==> src/rtl/seven_seg_scanner.sv <==
// Time-multiplexed hex driver for an active-LOW seven-segment bank.
// Inputs are shadowed once per frame; each slot opens with an anode dead-time.
module seven_seg_scanner #(
  parameter int NUM_DIGITS  = 4,
  parameter int CLK_HZ      = 100_000_000,
  parameter int REFRESH_HZ  = 1000,
  parameter int DEAD_CYCLES = 1000,
  parameter int BLINK_HZ    = 2
) (
  input  logic                    clk,
  input  logic                    rst,
  input  logic [4*NUM_DIGITS-1:0] value,
  input  logic [NUM_DIGITS-1:0]   blank,
  input  logic [NUM_DIGITS-1:0]   dp,
  input  logic [NUM_DIGITS-1:0]   blink,
  output logic [6:0]              seg,
  output logic                    dp_n,
  output logic [NUM_DIGITS-1:0]   an,
  output logic                    frame_tick
);

  localparam int ND_SAFE     = (NUM_DIGITS < 1) ? 1 : NUM_DIGITS;
  localparam int SLOT_CYCLES = CLK_HZ / (REFRESH_HZ * ND_SAFE);
  localparam int BLINK_HALF  = CLK_HZ / (2 * BLINK_HZ);
  localparam int SW          = (SLOT_CYCLES > 1) ? $clog2(SLOT_CYCLES) : 1;
  localparam int BW          = (BLINK_HALF > 1) ? $clog2(BLINK_HALF) : 1;
  localparam int DW          = (NUM_DIGITS > 1) ? $clog2(NUM_DIGITS) : 1;

  localparam logic [SW-1:0] SLOT_LAST  = SW'(SLOT_CYCLES - 1);
  localparam logic [SW-1:0] DEAD_LIM   = SW'(DEAD_CYCLES);
  localparam logic [BW-1:0] BLINK_LAST = BW'(BLINK_HALF - 1);

  generate
    if (NUM_DIGITS < 1 || NUM_DIGITS > 8) begin : g_bad_digits
      $error("seven_seg_scanner: NUM_DIGITS must be in 1..8");
    end
    if (DEAD_CYCLES < 1 || SLOT_CYCLES <= DEAD_CYCLES) begin : g_bad_dead
      $error("seven_seg_scanner: need 1 <= DEAD_CYCLES < SLOT_CYCLES");
    end
    if (BLINK_HALF < 1) begin : g_bad_blink
      $error("seven_seg_scanner: BLINK_HZ too high for CLK_HZ");
    end
  endgenerate

  function automatic logic [6:0] glyph(input logic [3:0] nib);
    logic [6:0] g;
    case (nib)
      4'h0: g = 7'h40;
      4'h1: g = 7'h79;
      4'h2: g = 7'h24;
      4'h3: g = 7'h30;
      4'h4: g = 7'h19;
      4'h5: g = 7'h12;
      4'h6: g = 7'h02;
      4'h7: g = 7'h78;
      4'h8: g = 7'h00;
      4'h9: g = 7'h10;
      4'hA: g = 7'h08;
      4'hB: g = 7'h03;
      4'hC: g = 7'h46;
      4'hD: g = 7'h21;
      4'hE: g = 7'h06;
      default: g = 7'h0E;
    endcase
    return g;
  endfunction

  logic [SW-1:0]           r_slot_cnt;
  logic [BW-1:0]           r_blink_cnt;
  logic                    r_blink_phase;
  logic                    r_frame_tick;
  logic [4*NUM_DIGITS-1:0] r_sh_value;
  logic [NUM_DIGITS-1:0]   r_sh_blank;
  logic [NUM_DIGITS-1:0]   r_sh_dp;
  logic [NUM_DIGITS-1:0]   r_sh_blink;
  logic [NUM_DIGITS-1:0]   r_an;
  logic [6:0]              r_seg;
  logic                    r_dp_n;

  logic [DW-1:0]           w_digit_idx;
  logic                    w_slot_wrap;
  logic                    w_frame_start;
  logic [NUM_DIGITS-1:0]   w_sel;
  logic [3:0]              w_nib_masked [NUM_DIGITS];
  logic [3:0]              w_nib;
  logic                    w_dead;
  logic [NUM_DIGITS-1:0]   w_hide;
  logic                    w_off;
  logic [NUM_DIGITS-1:0]   w_an_next;
  logic [6:0]              w_seg_next;
  logic                    w_dp_n_next;

  assign w_slot_wrap   = (r_slot_cnt == SLOT_LAST);
  assign w_frame_start = (r_slot_cnt == '0) && (w_digit_idx == '0);

  generate
    if (NUM_DIGITS > 1) begin : g_digit_cnt
      localparam logic [DW-1:0] DIGIT_LAST = DW'(NUM_DIGITS - 1);
      logic [DW-1:0] r_digit_idx;

      // Explicit terminal compare keeps the index in range for non-power-of-2 banks.
      always_ff @(posedge clk) begin
        if (rst) begin
          r_digit_idx <= '0;
        end else if (w_slot_wrap) begin
          r_digit_idx <= (r_digit_idx == DIGIT_LAST) ? '0 : r_digit_idx + 1'b1;
        end
      end
      assign w_digit_idx = r_digit_idx;
    end else begin : g_digit_fixed
      assign w_digit_idx = '0;
    end
  endgenerate

  genvar gi;
  generate
    for (gi = 0; gi < NUM_DIGITS; gi++) begin : g_digit
      assign w_sel[gi]        = (w_digit_idx == DW'(gi));
      assign w_nib_masked[gi] = w_sel[gi] ? r_sh_value[4*gi +: 4] : 4'h0;
    end
  endgenerate

  always_comb begin
    w_nib = 4'h0;
    for (int i = 0; i < NUM_DIGITS; i++) begin
      w_nib = w_nib | w_nib_masked[i];
    end
    w_dead      = (r_slot_cnt < DEAD_LIM);
    w_hide      = w_sel & (r_sh_blank | (r_sh_blink & {NUM_DIGITS{~r_blink_phase}}));
    w_off       = w_dead | (|w_hide);
    w_an_next   = w_off ? '1 : ~w_sel;
    w_seg_next  = w_off ? 7'h7F : glyph(w_nib);
    w_dp_n_next = w_off ? 1'b1 : ~(|(w_sel & r_sh_dp));
  end

  always_ff @(posedge clk) begin
    if (rst) begin
      r_slot_cnt    <= '0;
      r_blink_cnt   <= '0;
      r_blink_phase <= 1'b1;
      r_frame_tick  <= 1'b0;
      r_sh_value    <= '0;
      r_sh_blank    <= '1;
      r_sh_dp       <= '0;
      r_sh_blink    <= '0;
      r_an          <= '1;
      r_seg         <= 7'h7F;
      r_dp_n        <= 1'b1;
    end else begin
      r_slot_cnt <= w_slot_wrap ? '0 : r_slot_cnt + 1'b1;
      // Blink timebase is free-running and independent of the scan position.
      if (r_blink_cnt == BLINK_LAST) begin
        r_blink_cnt   <= '0;
        r_blink_phase <= ~r_blink_phase;
      end else begin
        r_blink_cnt <= r_blink_cnt + 1'b1;
      end
      r_frame_tick <= w_frame_start;
      if (w_frame_start) begin
        r_sh_value <= value;
        r_sh_blank <= blank;
        r_sh_dp    <= dp;
        r_sh_blink <= blink;
      end
      r_an   <= w_an_next;
      r_seg  <= w_seg_next;
      r_dp_n <= w_dp_n_next;
    end
  end

  assign seg        = r_seg;
  assign dp_n       = r_dp_n;
  assign an         = r_an;
  assign frame_tick = r_frame_tick;

endmodule

==> config.mk <==
export PLATFORM = sky130hd
export DESIGN_NAME = seven_seg_scanner
export DESIGN_NICKNAME = d
export VERILOG_FILES = /design/src/rtl/seven_seg_scanner.sv
export SDC_FILE = /design/constraint.sdc
export NUM_CORES = 1
export LEC_CHECK = 0
export BUFFER_PORTS_ARGS = -buffer_cell sky130_fd_sc_hd__buf_2
export CORE_ASPECT_RATIO = 1.2
export CORE_MARGIN = 2
export CORE_UTILIZATION = 62
export CTS_CLUSTER_SIZE = 40
export DETAILED_ROUTE_END_ITERATION = 7
export GPL_ROUTABILITY_DRIVEN = 0
export PLACE_DENSITY = 0.91
export SKIP_LAST_GASP = 1
export SYNTH_ARGS = -nofsm -noshare
export SYNTH_HDL_FRONTEND = slang
export SYNTH_SLANG_ARGS = --single-unit
==> constraint.sdc <==
create_clock -name clk -period 5.3 [get_ports clk]
set_input_delay 1.06 -clock clk [delete_from_list [all_inputs] [get_ports clk]]
set_output_delay 1.06 -clock clk [all_outputs]
set_load 0.05 [all_outputs]
Word-level counts from Yosys, hierarchy flattened --
Memory sizes are Yosys's and may differ from the RTL's. A register that Yosys moved wholly into a read port is not among the register bits. Cells that the tools add are included.
Cells by class: $add $sub $neg 3, $lt $le $gt $ge 1, equality and inequality tests 5, multiplexer cells 5, bitwise gates (word level) 11, reduce and logical (&&, ||, !) cells 8
Operators with widths (number):
- $add A25 B1 Y25 const B | 1
- $eq A25 B25 Y1 const B | 1
- $mux W4 | 4
- $or A4 B4 Y4 | 4
- $add A15 B1 Y15 const B | 1
- $eq A15 B15 Y1 const B | 1
- $logic_not A15 Y1 | 1
- $lt A15 B10 Y1 const B | 1
- $and A4 B4 Y4 | 3
- $reduce_or A4 Y1 | 2
- $reduce_or A2 Y1 | 3
- $eq A2 B2 Y1 const B | 2
- $not A4 Y4 | 1
- $add A2 B1 Y2 const B | 1
- $eq A2 B1 Y1 const B | 1
- $logic_not A2 Y1 | 1
- $mux W2 | 1
- $not A1 Y1 | 2
- $logic_and A1 B1 Y1 | 1
- $or A1 B1 Y1 | 1
Word-level totals: bits in registers 77, bits in read-only memories 112, input bits 30, output and inout port bits 13, word-level logic and storage cells 45, memories kept 1
Memories:
- (name not given) | depth 16, bits a word 7, rd ports 1, clocked after memory_dff 1, write ports 0, line 47 | case (nib)

Logic depth before layout (Yosys ltp) --
depth in word-level cells 7, depth in mapped cells 9, gate-level depth less buffers 9

Least setup slack after synthesis --
OpenSTA, ideal clock, no wires.
kind flip-flop to flip-flop, from register g_digit_cnt.r_digit_idx[0], to register r_seg[3] (netlist: seg[3]), setup time 0.127 ns, arrival 2.549 ns, data required time 5.173 ns, slack 2.624 ns, cell stages (with the launch flop) 9, path buffers 0, period minus slack after synthesis 2.676 ns, path through dfxtp_1 inv_1 ha_1 a22o_1 a221oi_1 inv_1 ha_1 mux4_2 or3_1
On the way: longest elaborated chain between the ends 5, elaborated cells on any way between the ends 15, classes of those cells eq/ne (3); mux (4); bitwise (5); reduce/logical (3)
RTL lines:
- start: declaration | line 99 | logic [DW-1:0] r_digit_idx;
- start signal: assignment | line 106 | r_digit_idx <= (r_digit_idx == DIGIT_LAST) ? '0 : r_digit_idx + 1'b1;
- $eq A2 B1 Y1, or another cell as far along | line 118 | assign w_sel[gi] = (w_digit_idx == DW'(gi));
- $and A4 B4 Y4 or $mux W4 (tied branches) | line 129, 119
- $reduce_or A4 Y1 or $or A4 B4 Y4 (tied branches) | line 130, 126
- $or A1 B1 Y1 or $or A4 B4 Y4 (tied branches) | line 130, 126
- $reduce_or A2 Y1 (no line) or $or A4 B4 Y4 (tied branches)
- end: declaration | line 77 | logic [6:0] r_seg;
Parallel ways exist; a longest one is shown, timed or not. A chain may end at the register's enable or synchronous reset.

Worst setup path in the final report --
from register g_digit_cnt.r_digit_idx[1], to register r_seg[3] (netlist: seg[3])
The elaborated chain is that of the path after synthesis.

==> qor.txt <==
area of the placeable core -> 5670 sq um
max-cap check violation count -> 0
data required time of the worst path -> 5.54 ns
Avg Synthesized Cell Area -> 8.53 sq um
area of the die -> 6520 sq um
root buf cell -> clkbuf_8
drc violations -> 0
final number of setup-violating endpoints -> 0
category of the worst setup path capture point -> flop
maximum level of the CTS H-tree -> 3
global-route wire length before repair -> 12.5 mm
starting density of the core -> 0.644
Worst R2R Setup Slack -> 2.24 ns
highest-delay cell along the critical path -> a221oi_1
final non-filler cell total -> 547
total instance count after detailed placement -> 531
share of Yosys cell area claimed by the top area cell type -> 0.460
clock transition at the register clock pins on the worst setup and hold paths after CTS -> 0.08 ns
Yosys warnings -> 0
slew at the pin closest to its max-slew limit -> 0.928 ns
worst setup skew after layout -> 0.0101 ns
final hold violations -> 0
largest stage delay on the critical path -> 0.72 ns
end point of the worst hold path -> r_sh_value[12]
biggest fanout along the worst timing path -> 7
top cell types by occurrence after synthesis -> dfxtp_1 (84), nand2_1 (83), nor2_1 (53), nand3_1 (27), a21oi_1 (25)
count of cell types in the netlist -> 38
hold path startpoint -> r_sh_value[12]
total count of max-transition violations in the final report -> 0
post-route clock period utilization -> 0.577
CP bufs+invs -> 2
number of synthesized register bits -> 84
cell count of the worst reg-to-reg path -> 8
TritonCTS clock tree -> done
Top delay family on crit path -> compound AO/OA/AOI/OAI gates
fraction of registers with async set or reset after synthesis -> 0
HP Class -> reg -> reg
number of vias in the routed layout -> 3,019
Highest Clock Rate -> 327 MHz
Peak supply drop -> 0.253 mV
number of buffers on the longest clock path -> 2
sequential cell area fraction in the yosys report -> 0.460
GRT Residual Overflow -> 0
CP Class -> reg -> reg
most area-hungry cell type in the Yosys netlist -> dfxtp_1
list of cells traversed by the critical path -> inv_1 > ha_1 > a22o_1 > a221oi_1 > inv_1 > ha_1 > mux4_2 > or3_1
worst hold path cell count -> 2
total inserted antenna cells -> 0
hold buffer count at cts -> 0
Post-DP HPWL -> 5.10 mm
Antenna Nets Post-Route -> 0
largest net degree at the start of global routing -> 31
critical path arrival -> 3.30 ns
fraction of layout instances using a drive strength above 1 -> 0.133
power per cell area -> 317 nW/um^2
final net count -> 505
total routing resource utilization after global routing -> 0.245
antenna violations before repair -> 0
number of flops mapped to enable cells by yosys -> 0
clk_lat worst skew -> 0.36 ns
Synth Net Count -> 471
IO Pins -> 43
dominant cell by count in the synthesized netlist -> dfxtp_1
top flip-flop cell by instance count after synthesis -> dfxtp_1
via count of the first global-routing pass -> 2,780
Startpoint Class -> flop
Resized cells post-CTS -> 0
static leakage -> 1.58 nW
die extent in x -> 74.1 microns
CTS Buf Count -> 9
count of input and output buffers -> 42
Site Rows -> 30
clock sink count -> 84
Min Clock Period, post-route -> 3.06 ns
via/cell ratio -> 5.52
result of the run -> completed
Reg-to-Reg Start -> g_digit_cnt.r_digit_idx[1]
largest cells by area after synthesis -> dfxtp_1 (46%), nand2_1 (8.5%), nor2_1 (5.4%), xnor2_1 (4.6%), ha_1 (4.5%)
Routed WL per cell -> 13.6 microns
die height -> 88.1 microns
setup TNS -> 0 ns
final wirelength -> 7.45 mm
post-synthesis instance total -> 428
drt initial violations -> 153
Relative slew margins -> 0.380
Critical R2R Capture -> seg[3]
synth-to-layout area growth -> 11.1%
setup repair after global routing missed its margin -> false
cell area after synthesis -> 3650 sq um
Pre-Repair DR Iteration Count -> 4
Post-CTS Setup Inserts -> 0
-- how the worst max path moves through the flow --
stage	start	to	slack, ns	depth (start not counted)
finish	g_digit_cnt.r_digit_idx[1]	seg[3]	2.24	8
global route	g_digit_cnt.r_digit_idx[1]	seg[3]	2.00	8
CTS	g_digit_cnt.r_digit_idx[1]	seg[3]	2.25	8
detailed placement	g_digit_cnt.r_digit_idx[1]	seg[3]	2.30	8
global placement	g_digit_cnt.r_digit_idx[0]	seg[3]	2.47	8
floorplan	g_digit_cnt.r_digit_idx[0]	seg[3]	2.62	8
-- registers in the layout, summed over array words and instances (netlist names), 4 cells and up --
signal,flops
r_sh_blink,4
r_sh_dp,4
seg,7
r_sh_blank,4
an,4
r_slot_cnt,15
r_blink_cnt,25
r_sh_value,16
-- through the flow --
stage          hold slack, ns  instance area, sq um  worst slack [ns]  total power [mW]   util
2_1_floorplan           0.427                  3650              2.62             0.784      -
3_3_place_gp            0.438                  3840              2.47             0.798  0.678
3_5_place_dp            0.445                  3840              2.30             0.803  0.678
4_1_cts                 0.459                  4060              2.25              1.29  0.716
5_1_grt                 0.471                  4060              2.00              1.34  0.716
6_report                0.458                  4060              2.24              1.29  0.716
-- metal layers --
| metal | vias to the layer above | wire length [microns] | global-route usage |
|---|---|---|---|
| met1 | 1393 | 3310 | 0.311 |
| met5 | - | 0 | 0 |
| met4 | 0 | 147 | 0.101 |
| met3 | 20 | 355 | 0.0552 |
| li1 | 1506 | - | - |
| met2 | 100 | 3630 | 0.401 |
-- placed cells by master (no fill, tap or decap), types with 2 or more instances in the layout --
| cell type | n |
|---|---|
| inv_1 | 12 |
| nand2_1 | 83 |
| nor4_1 | 6 |
| a221oi_1 | 2 |
| o21ai_0 | 4 |
| clkbuf_8 | 9 |
| a22oi_1 | 6 |
| and4_1 | 4 |
| buf_2 | 42 |
| nand3_1 | 27 |
| or3_1 | 3 |
| xor2_1 | 18 |
| and2_1 | 2 |
| nor4b_1 | 2 |
| dfxtp_1 | 84 |
| nor2b_1 | 5 |
| a21oi_1 | 25 |
| mux2i_1 | 4 |
| nand4_1 | 7 |
| ha_1 | 13 |
| o211ai_1 | 3 |
| bufinv_16 | 2 |
| a22o_1 | 2 |
| clkinv_2 | 2 |
| and3_1 | 5 |
| or2_2 | 2 |
| xnor2_1 | 19 |
| nor2_1 | 53 |
| nor3_1 | 9 |
-- kinds of logic (layout without fill, tap and decap cells) --
group / after synthesis / count (layout) / synth area share
AND/OR/NAND/NOR: 211 / 211 / 0.264
flip-flops: 84 / 84 / 0.460
AO/OA/AOI/OAI: 47 / 47 / 0.0798
XOR/XNOR: 37 / 37 / 0.0887
buffers and inverters: 31 / 70 / 0.0449
adder cells (fa/ha/maj): 13 / 13 / 0.0445
multiplexers: 5 / 5 / 0.0171
-- tightest hold or removal path, cell delays in order, from the launching register on --
cell and delay [ns]:
dfxtp_1 0.31, nand2_1 0.05, a21oi_1 0.05
-- report_power, final --
part	total [mW]	internal, mW	switching [mW]	leakage, nW
clock network	0.496	0.266	0.230	0.111
logic	0.116	0.0429	0.0733	0.781
registers	0.674	0.657	0.0172	0.684
total	1.29	0.966	0.320	1.58
-- final cells by class --
type | count | area (sq um)
clock inverter | 6 | 87.6
fill | 410 | 1610
sequential | 84 | 1680
multi-input combinational | 313 | 1810
clock buffer | 10 | 128
timing repair buffer | 42 | 210
inverter | 12 | 45.0
tap | 80 | 100
No activity file was read; power rests on OpenSTA's default activity.
